**config.mk**
```make
export PLATFORM = sky130hd
export DESIGN_NAME = automata_stage_pipe_flat
export DESIGN_NICKNAME = d
export VERILOG_FILES = /design/src/rtl/automata_stage_pipe_if.sv /design/src/rtl/automata_stage_pipe.sv /design/src/flat_wrapper.sv
export SDC_FILE = /design/constraint.sdc
export NUM_CORES = 1
export LEC_CHECK = 0
export CORE_MARGIN = 1
export CORE_UTILIZATION = 30
export DETAILED_ROUTE_END_ITERATION = 10
export PLACE_DENSITY = 0.52
export SETUP_SLACK_MARGIN = 0.4
export SYNTH_ARGS = -nofsm -noshare
export SYNTH_HDL_FRONTEND = slang
export SYNTH_SLANG_ARGS = --single-unit
```
**constraint.sdc**
```tcl
create_clock -name clk -period 2.8 [get_ports clk]
set_clock_uncertainty 0.2 [all_clocks]
set_input_delay 0.7 -clock clk [delete_from_list [all_inputs] [get_ports clk]]
set_output_delay 0.7 -clock clk [all_outputs]
set_load 0.02 [all_outputs]
```
**src/rtl/automata_stage_pipe_if.sv**
```systemverilog
// automata_stage_pipe_if
//   Bundles the symbol stream, the monitor report lines and the statistics
//   readout of one automata pipeline stage.
//   slave  : the stage itself (consumes stream/reports, drives outputs)
//   master : the upstream cluster / readout side
//   Signals:
//     run, sym_reset, top_symbols      stream in
//     report_in, clear_stats           report lines and stats clear
//     out_symbols, out_reset           retimed stream out
//     sticky_reports, first_valid,
//     first_index, first_id,
//     hit_count, report_pulse          report statistics
interface automata_stage_pipe_if #(
  parameter int SYM_W       = 8,
  parameter int NUM_REPORTS = 36,
  parameter int IDX_W       = 32,
  parameter int CNT_W       = 16
);
  localparam int ID_W = (NUM_REPORTS > 1) ? $clog2(NUM_REPORTS) : 1;

  logic                   run;
  logic                   sym_reset;
  logic [SYM_W-1:0]       top_symbols;
  logic [NUM_REPORTS-1:0] report_in;
  logic                   clear_stats;

  logic [SYM_W-1:0]       out_symbols;
  logic                   out_reset;
  logic [NUM_REPORTS-1:0] sticky_reports;
  logic                   first_valid;
  logic [IDX_W-1:0]       first_index;
  logic [ID_W-1:0]        first_id;
  logic [CNT_W-1:0]       hit_count;
  logic                   report_pulse;

  modport slave (
    input  run, sym_reset, top_symbols, report_in, clear_stats,
    output out_symbols, out_reset, sticky_reports, first_valid,
           first_index, first_id, hit_count, report_pulse
  );

  modport master (
    output run, sym_reset, top_symbols, report_in, clear_stats,
    input  out_symbols, out_reset, sticky_reports, first_valid,
           first_index, first_id, hit_count, report_pulse
  );
endinterface

```
**src/rtl/automata_stage_pipe.sv**
```systemverilog
// automata_stage_pipe
//   Symbol pipeline stage for LTL monitor clusters. Retimes {sym_reset,
//   symbol} through STAGES run-gated registers and folds the monitor
//   report lines of this stage into readout statistics.
//   Ports:
//     clk    clock
//     reset  asynchronous active-low reset
//     bus    automata_stage_pipe_if.slave (stream in/out, reports, stats)
module automata_stage_pipe #(
  parameter int SYM_W       = 8,
  parameter int STAGES      = 1,
  parameter int NUM_REPORTS = 36,
  parameter int IDX_W       = 32,
  parameter int CNT_W       = 16
) (
  input logic                 clk,
  input logic                 reset,
  automata_stage_pipe_if.slave bus
);
  localparam int ID_W = (NUM_REPORTS > 1) ? $clog2(NUM_REPORTS) : 1;

  typedef struct packed {
    logic             rst;
    logic [SYM_W-1:0] sym;
  } stage_t;

  // ---------------------------------------------------------------------
  // Stream pipeline: pipe[0] is the input tap, pipe[STAGES] the output.
  // Every stage advances only on run, so a stalled stream holds in place.
  // ---------------------------------------------------------------------
  stage_t [STAGES:0] pipe;

  assign pipe[0] = {bus.sym_reset, bus.top_symbols};

  for (genvar g = 0; g < STAGES; g++) begin : g_stage
    always_ff @(posedge clk or negedge reset) begin
      if (!reset)       pipe[g+1] <= '0;
      else if (bus.run) pipe[g+1] <= pipe[g];
    end
  end

  assign bus.out_symbols = pipe[STAGES].sym;
  assign bus.out_reset   = pipe[STAGES].rst;

  // ---------------------------------------------------------------------
  // Symbol index. idx holds the index the next plain symbol will get; a
  // restart symbol is itself index 0, so the one after it is index 1.
  // ---------------------------------------------------------------------
  logic [IDX_W-1:0] idx;
  logic [IDX_W-1:0] cur_idx;

  assign cur_idx = bus.sym_reset ? '0 : idx;

  always_ff @(posedge clk or negedge reset) begin
    if (!reset)       idx <= '0;
    else if (bus.run) idx <= cur_idx + IDX_W'(1);
  end

  // ---------------------------------------------------------------------
  // Report aggregation
  // ---------------------------------------------------------------------
  logic            any;
  logic            hit;
  logic            cnt_sat;
  logic [ID_W-1:0] low_id;

  assign any     = |bus.report_in;
  assign hit     = bus.run & any;
  assign cnt_sat = &bus.hit_count;

  // Lowest-numbered set report line; scanning downward lets the last
  // (lowest) match win.
  always_comb begin
    low_id = '0;
    for (int i = NUM_REPORTS - 1; i >= 0; i--)
      if (bus.report_in[i]) low_id = ID_W'(i);
  end

  // clear_stats beats a same-cycle report; the pulse is not part of the
  // statistics, so it still reflects that report.
  always_ff @(posedge clk or negedge reset) begin
    if (!reset) begin
      bus.sticky_reports <= '0;
      bus.first_valid    <= 1'b0;
      bus.first_index    <= '0;
      bus.first_id       <= '0;
      bus.hit_count      <= '0;
    end else if (bus.clear_stats) begin
      bus.sticky_reports <= '0;
      bus.first_valid    <= 1'b0;
      bus.first_index    <= '0;
      bus.first_id       <= '0;
      bus.hit_count      <= '0;
    end else if (bus.run) begin
      bus.sticky_reports <= bus.sticky_reports | bus.report_in;
      if (any && !cnt_sat)
        bus.hit_count <= bus.hit_count + CNT_W'(1);
      if (any && !bus.first_valid) begin
        bus.first_valid <= 1'b1;
        bus.first_index <= cur_idx;
        bus.first_id    <= low_id;
      end
    end
  end

  always_ff @(posedge clk or negedge reset) begin
    if (!reset) bus.report_pulse <= 1'b0;
    else        bus.report_pulse <= hit;
  end
endmodule

```
**src/flat_wrapper.sv**
```systemverilog
// flat-port wrapper written by rule: the top's interface ports become plain ports
module automata_stage_pipe_flat 
#(
  parameter int SYM_W       = 8,
  parameter int STAGES      = 1,
  parameter int NUM_REPORTS = 36,
  parameter int IDX_W       = 32,
  parameter int CNT_W       = 16
)
  (clk, reset, bus_run, bus_sym_reset, bus_top_symbols, bus_report_in, bus_clear_stats, bus_out_symbols, bus_out_reset, bus_sticky_reports, bus_first_valid, bus_first_index, bus_first_id, bus_hit_count, bus_report_pulse);
  automata_stage_pipe_if #(.SYM_W(SYM_W), .NUM_REPORTS(NUM_REPORTS), .IDX_W(IDX_W), .CNT_W(CNT_W)) bus_i ();
  input logic clk;
  input logic reset;
  input wire logic [$bits(bus_i.run)-1:0] bus_run;
  input wire logic [$bits(bus_i.sym_reset)-1:0] bus_sym_reset;
  input wire logic [$bits(bus_i.top_symbols)-1:0] bus_top_symbols;
  input wire logic [$bits(bus_i.report_in)-1:0] bus_report_in;
  input wire logic [$bits(bus_i.clear_stats)-1:0] bus_clear_stats;
  output wire logic [$bits(bus_i.out_symbols)-1:0] bus_out_symbols;
  output wire logic [$bits(bus_i.out_reset)-1:0] bus_out_reset;
  output wire logic [$bits(bus_i.sticky_reports)-1:0] bus_sticky_reports;
  output wire logic [$bits(bus_i.first_valid)-1:0] bus_first_valid;
  output wire logic [$bits(bus_i.first_index)-1:0] bus_first_index;
  output wire logic [$bits(bus_i.first_id)-1:0] bus_first_id;
  output wire logic [$bits(bus_i.hit_count)-1:0] bus_hit_count;
  output wire logic [$bits(bus_i.report_pulse)-1:0] bus_report_pulse;
  assign bus_i.run = bus_run;
  assign bus_i.sym_reset = bus_sym_reset;
  assign bus_i.top_symbols = bus_top_symbols;
  assign bus_i.report_in = bus_report_in;
  assign bus_i.clear_stats = bus_clear_stats;
  assign bus_out_symbols = bus_i.out_symbols;
  assign bus_out_reset = bus_i.out_reset;
  assign bus_sticky_reports = bus_i.sticky_reports;
  assign bus_first_valid = bus_i.first_valid;
  assign bus_first_index = bus_i.first_index;
  assign bus_first_id = bus_i.first_id;
  assign bus_hit_count = bus_i.hit_count;
  assign bus_report_pulse = bus_i.report_pulse;
  automata_stage_pipe #(.SYM_W(SYM_W), .STAGES(STAGES), .NUM_REPORTS(NUM_REPORTS), .IDX_W(IDX_W), .CNT_W(CNT_W)) u_core (.clk(clk), .reset(reset), .bus(bus_i));
endmodule
```
# ---- Yosys cells after proc, flatten, opt, wreduce, memory -nomap -nowiden
# Cells that the tools add are included.
dict set report totals {
  output_inout_bits 101
  input_bits 49
  elab_cells 75
  regBits 133
}
dict set report op_classes {
  reduce_logical 11
  n_addsub 2
  bitwise 2
  n_mux 51
}
# op count
set op_table {}
lappend op_table {{6-bit two-way mux} 39}
lappend op_table {{32-bit two-way mux} 4}
lappend op_table {{36-bit two-way mux} 2}
lappend op_table {{16-bit two-way mux} 3}
lappend op_table {{36-bit bitwise OR} 1}
lappend op_table {{36-bit OR reduction} 1}
lappend op_table {{32-bit by 1-bit adder with 32-bit output, second input constant} 1}
lappend op_table {{16-bit by 1-bit adder with 16-bit output, second input constant} 1}
lappend op_table {{16-bit AND reduction} 1}
lappend op_table {{2-bit nonzero test} 3}
lappend op_table {{2-bit AND reduction} 2}
lappend op_table {{1-bit two-way mux} 3}
lappend op_table {{1-bit logical AND} 2}
lappend op_table {{1-bit zero test} 2}
lappend op_table {{1-bit bitwise AND} 1}

# ---- Longest topological paths before layout
dict set report depth {
  word_depth 39
  depth_mapped 8
  mapped_depth_nobuf 7
}

# ---- Worst setup path before layout
# No wires, ideal clock.
dict set report synth_timing {
  path_kind {input to register}
  from {in bus_report_in[16]}
  to {reg u_core.bus.hit_count[10] (netlist name)}
  path_stages 7
  path_buffers 2
  required_time_ns 2.475
  arrival_time_ns 2.735
  setup_ns 0.125
  setup_slack_ns -0.260
  cell_sequence {or4_1 -> or4b_1 -> buf_2 -> o31ai_4 -> buf_6 -> nor3_2 -> mux2_4}
}
dict set report synth_between {
  elab_chain_len 4
}
# item line
set synth_lines {}
lappend synth_lines {{from (decl)} flat_wrapper.sv:17} ;# input wire logic [$bits(bus_i.report_in)-1:0] bus_report_in;
lappend synth_lines {{36-bit OR reduction} automata_stage_pipe.sv:67} ;# assign any = |bus.report_in;
lappend synth_lines {{1-bit logical AND} automata_stage_pipe.sv:96} ;# if (any && !cnt_sat)
lappend synth_lines {{2-bit nonzero test (no line)} -}
lappend synth_lines {{2-bit AND reduction (no line)} -}
lappend synth_lines {{to (signal assigned)} automata_stage_pipe.sv:97} ;# bus.hit_count <= bus.hit_count + CNT_W'(1);
lappend synth_lines {{to (decl)} automata_stage_pipe_if.sv:39} ;# first_index, first_id, hit_count, report_pulse
# Every way passes these cells.
# A chain may end at the register's enable or synchronous reset.

# ---- Worst setup path after layout
dict set report layout_timing {
  from {in bus_report_in[18]}
  to {reg u_core.bus.hit_count[5] (netlist name)}
}
# Same word-level chain as after synthesis.

==> flow_summary.ini <==
[clocking]
clk_pin_slew_ns = 0.06
cts_sinks = 133
worstSkewPairLatency_ns = 0.42
numCtsBuffers = 17
cts_max_level = 4
cts_root_buf = clkbuf_16
clock_path_buffers = 2
hold_buffers = 0
tritoncts = built

[synthesis]
ys.flop_type = dfrtp_1
synth_edf_count = 0
synth_fp_nets = 714
syn_area_per_cell_um2 = 9.53
synth.area.mux_share = 0.0333
async_flop_share = 1.00
synth_compound_gate_area_share = 0.123
ys_types = 51
synth_top_family_by_area = simple AND/OR/NAND/NOR gates
ys_seq_area_frac = 0.527
synth_xor_area_frac = 0.0333
synthAdderAreaFrac = 0.00396
synthesis.area_um2 = 6320
syn-instance-count = 663
yosysWarningCount = 0
synth-seq-cells = 133
synth-simple-area-share = 0.247

[grt]
grt_usage = 0.179
grt_start_max_net_pins = 71
grt_overflow = 0
grt_pass1_vias = 6093
grt_pass1_wl_um = 30600
antenna_found_initial = 0

[timing]
setup_viol = 0
fin_crit_ns = 2.77
slew_headroom = 0.269
rsz0062_at_grt = yes
period_share = 0.989
final-hold-violation-count = 0
worst_slew_pin_slew_ns = 1.09
maxSlewViolCount = 0
holdWs_ns = 0.0855
max_clock_freq_ghz = 0.361
setup_tns_ns = 0

[detailed_routing]
drt_wl_total_um = 19800
drt-wirelength-per-cell_um = 16.7
drt_iter0_drc = 384
drtPass1Iterations = 4
drc_errors = 0
ant_nets = 0
vias_per_cell = 5.00
num_vias = 5926

[floorplanning]
die_h_um = 147
io_pins = 150
start_util = 0.309
die_x_um = 147
dieArea_um2 = 21600
coreArea_um2 = 20400
rows = 52

[place]
place_hpwl_um = 12900
place_congestion = 0.783
io_buffers = 149

[worst_setup_path]
reg2reg_setup_slack_ns = 0.20
required_ns = 2.90
r2r_cells = 6
path_max_fanout = 6
slowest_stage = or4b_4
worstSetupStartpoint = bus_report_in[18]
crit_type = in -> reg
cp.arrival_ns = 2.87
timing.rr.end = u_core.bus.hit_count[5]
critPathCaptureType = flop
endpoint = u_core.bus.hit_count[5]
slowest_delay_ns = 0.55
cpMostUsedCell = buf_6
worst-path-stages = 9
crit_family = simple AND/OR/NAND/NOR gates
cp_cell_sequence = buf_6 -> or4_4 -> or4b_4 -> buf_6 -> o31ai_4 -> buf_4 -> buf_12 -> nor4_4 -> mux2_4
reg2reg_from = u_core.bus.hit_count[1]
start_kind = primary input
critPathBufInv = 4

[cells_and_area]
nets = 953
final_core_util = 0.486
layout-drive-gt1-share = 0.258
area_growth_pct = 57.3
num_antenna_cells = 0

[pwr]
power_per_cell_area_nw_per_um2 = 515
peakVddDrop_mv = 0.436
p_leak_nw = 4.29

[outcome]
outcome = finished, final reports clean

[min_path]
hold_path.class = in -> async

[job]
cap_violations = 0
## repair_timing
item                       in CTS  in global routing
resized for setup              76                 80
setup buffers                  14                  3
gates cloned                    1                  6
pin swaps                       8                 26
setup endpoints to repair      71                 76
## power by group
| group | internal (mW) | switching (mW) | leakage, nW | total (mW) |
|---|---|---|---|---|
| combinational | 0.330 | 0.369 | 2.18 | 0.699 |
| clock | 1.56 | 0.822 | 0.311 | 2.38 |
| sequential | 1.99 | 0.0490 | 1.80 | 2.04 |
| total | 3.87 | 1.24 | 4.29 | 5.12 |
## metal layers
layer	GRT usage	share of wire	vias to the layer above
li1	-	-	2824
met1	0.230	0.45	2912
met2	0.287	0.47	170
met3	0.0441	0.062	20
met4	0.0711	0.014	0
met5	0	0	-
## flip-flops by register name, indices dropped and copies added, names as in the netlist
register	flops
u_core.bus.out_reset	1
u_core.bus.first_valid	1
u_core.bus.hit_count	16
u_core.bus.out_symbols	8
u_core.bus.first_index	32
u_core.bus.first_id	6
u_core.bus.report_pulse	1
u_core.bus.sticky_reports	36
u_core.idx	32
## how the worst min path moves through the flow
stage          slack, ns                           from                       endpoint
2_1_floorplan       0.20                          reset         u_core.bus.first_id[0]
3_3_place_gp        0.28                  u_core.idx[0]                  u_core.idx[0]
3_5_place_dp        0.28  u_core.bus.sticky_reports[29]  u_core.bus.sticky_reports[29]
4_1_cts             0.10                          reset      u_core.bus.first_index[2]
5_1_grt             0.13                          reset      u_core.bus.first_index[2]
6_report            0.09                          reset      u_core.bus.first_index[2]
## kinds of logic (layout without fill, tap and decap cells)
group                    count (synthesis)  in the layout
AO/OA/AOI/OAI                          134            134
flip-flops                             133            133
XOR/XNOR                                24             24
AND/OR/NAND/NOR                        303            303
buffers and inverters                   49            301
adder cells (fa/ha/maj)                  2              2
multiplexers                            18             18
## cell usage in the layout (no fill, tap or decap), types with 8 or more instances in the layout
cell type        count
dfrtp_1            133
clkdlybuf4s50_1    110
buf_4               93
nand2_1             72
a21oi_1             72
nor2_1              61
nand3b_1            27
nand3_1             25
a21oi_2             21
clkbuf_16           20
xor2_1              16
dlymetal6s2s_1      15
nor2b_1             14
nand4_1             13
buf_6               13
nor3_1              12
inv_1               11
nand2_4             11
o21ai_0             11
mux2_2              11
dlygate4sd2_1        9
xnor2_1              8
## cell usage after synthesis (all sizes together), types with 2 or more instances
library cell | instances | area share
dfrtp | 133 | 0.53
a21oi | 93 | 0.074
nand2 | 87 | 0.052
nor2 | 61 | 0.036
clkbuf | 32 | 0.019
nand3b | 27 | 0.032
nand3 | 26 | 0.021
nor3 | 19 | 0.017
nor2b | 16 | 0.016
xor2 | 16 | 0.022
mux2 | 15 | 0.029
nand4 | 13 | 0.013
o21ai | 13 | 0.010
inv | 11 | 0.0065
nor4 | 11 | 0.011
o31ai | 9 | 0.015
or4 | 9 | 0.011
xnor2 | 8 | 0.011
and3 | 7 | 0.0069
buf | 6 | 0.0065
or3 | 6 | 0.0059
nand2b | 4 | 0.0040
and2 | 3 | 0.0030
and4b | 3 | 0.0048
mux2i | 3 | 0.0048
o311ai | 3 | 0.0042
a2111oi | 2 | 0.0028
a31oi | 2 | 0.0020
and4 | 2 | 0.0028
ha | 2 | 0.0040
nor3b | 2 | 0.0024
o21bai | 2 | 0.0024
o22ai | 2 | 0.0020
o41ai | 2 | 0.0028
or2 | 2 | 0.0020
or3b | 2 | 0.0028
## cell type report
class / instances / area, um2
timing repair buffer: 258 / 2460
clock buffer: 23 / 478
multi-input combinational: 481 / 3140
clock inverter: 9 / 149
sequential: 133 / 3330
tap: 270 / 338
fill: 1929 / 10500
inverter: 11 / 41.3
## through the flow
step	std cells	total power [mW]	instance area [um2]	setup slack, ns
2_1_floorplan	663	2.32	6410	-0.244
4_1_cts	1176	5.12	9510	0.0220
3_3_place_gp	1129	2.69	8680	-0.661
6_report	1185	5.12	9930	0.0301
5_1_grt	1185	5.32	9930	0.00491
3_5_place_dp	1129	2.70	8680	-0.704
Note: power is estimated with default switching activity, not from simulation.
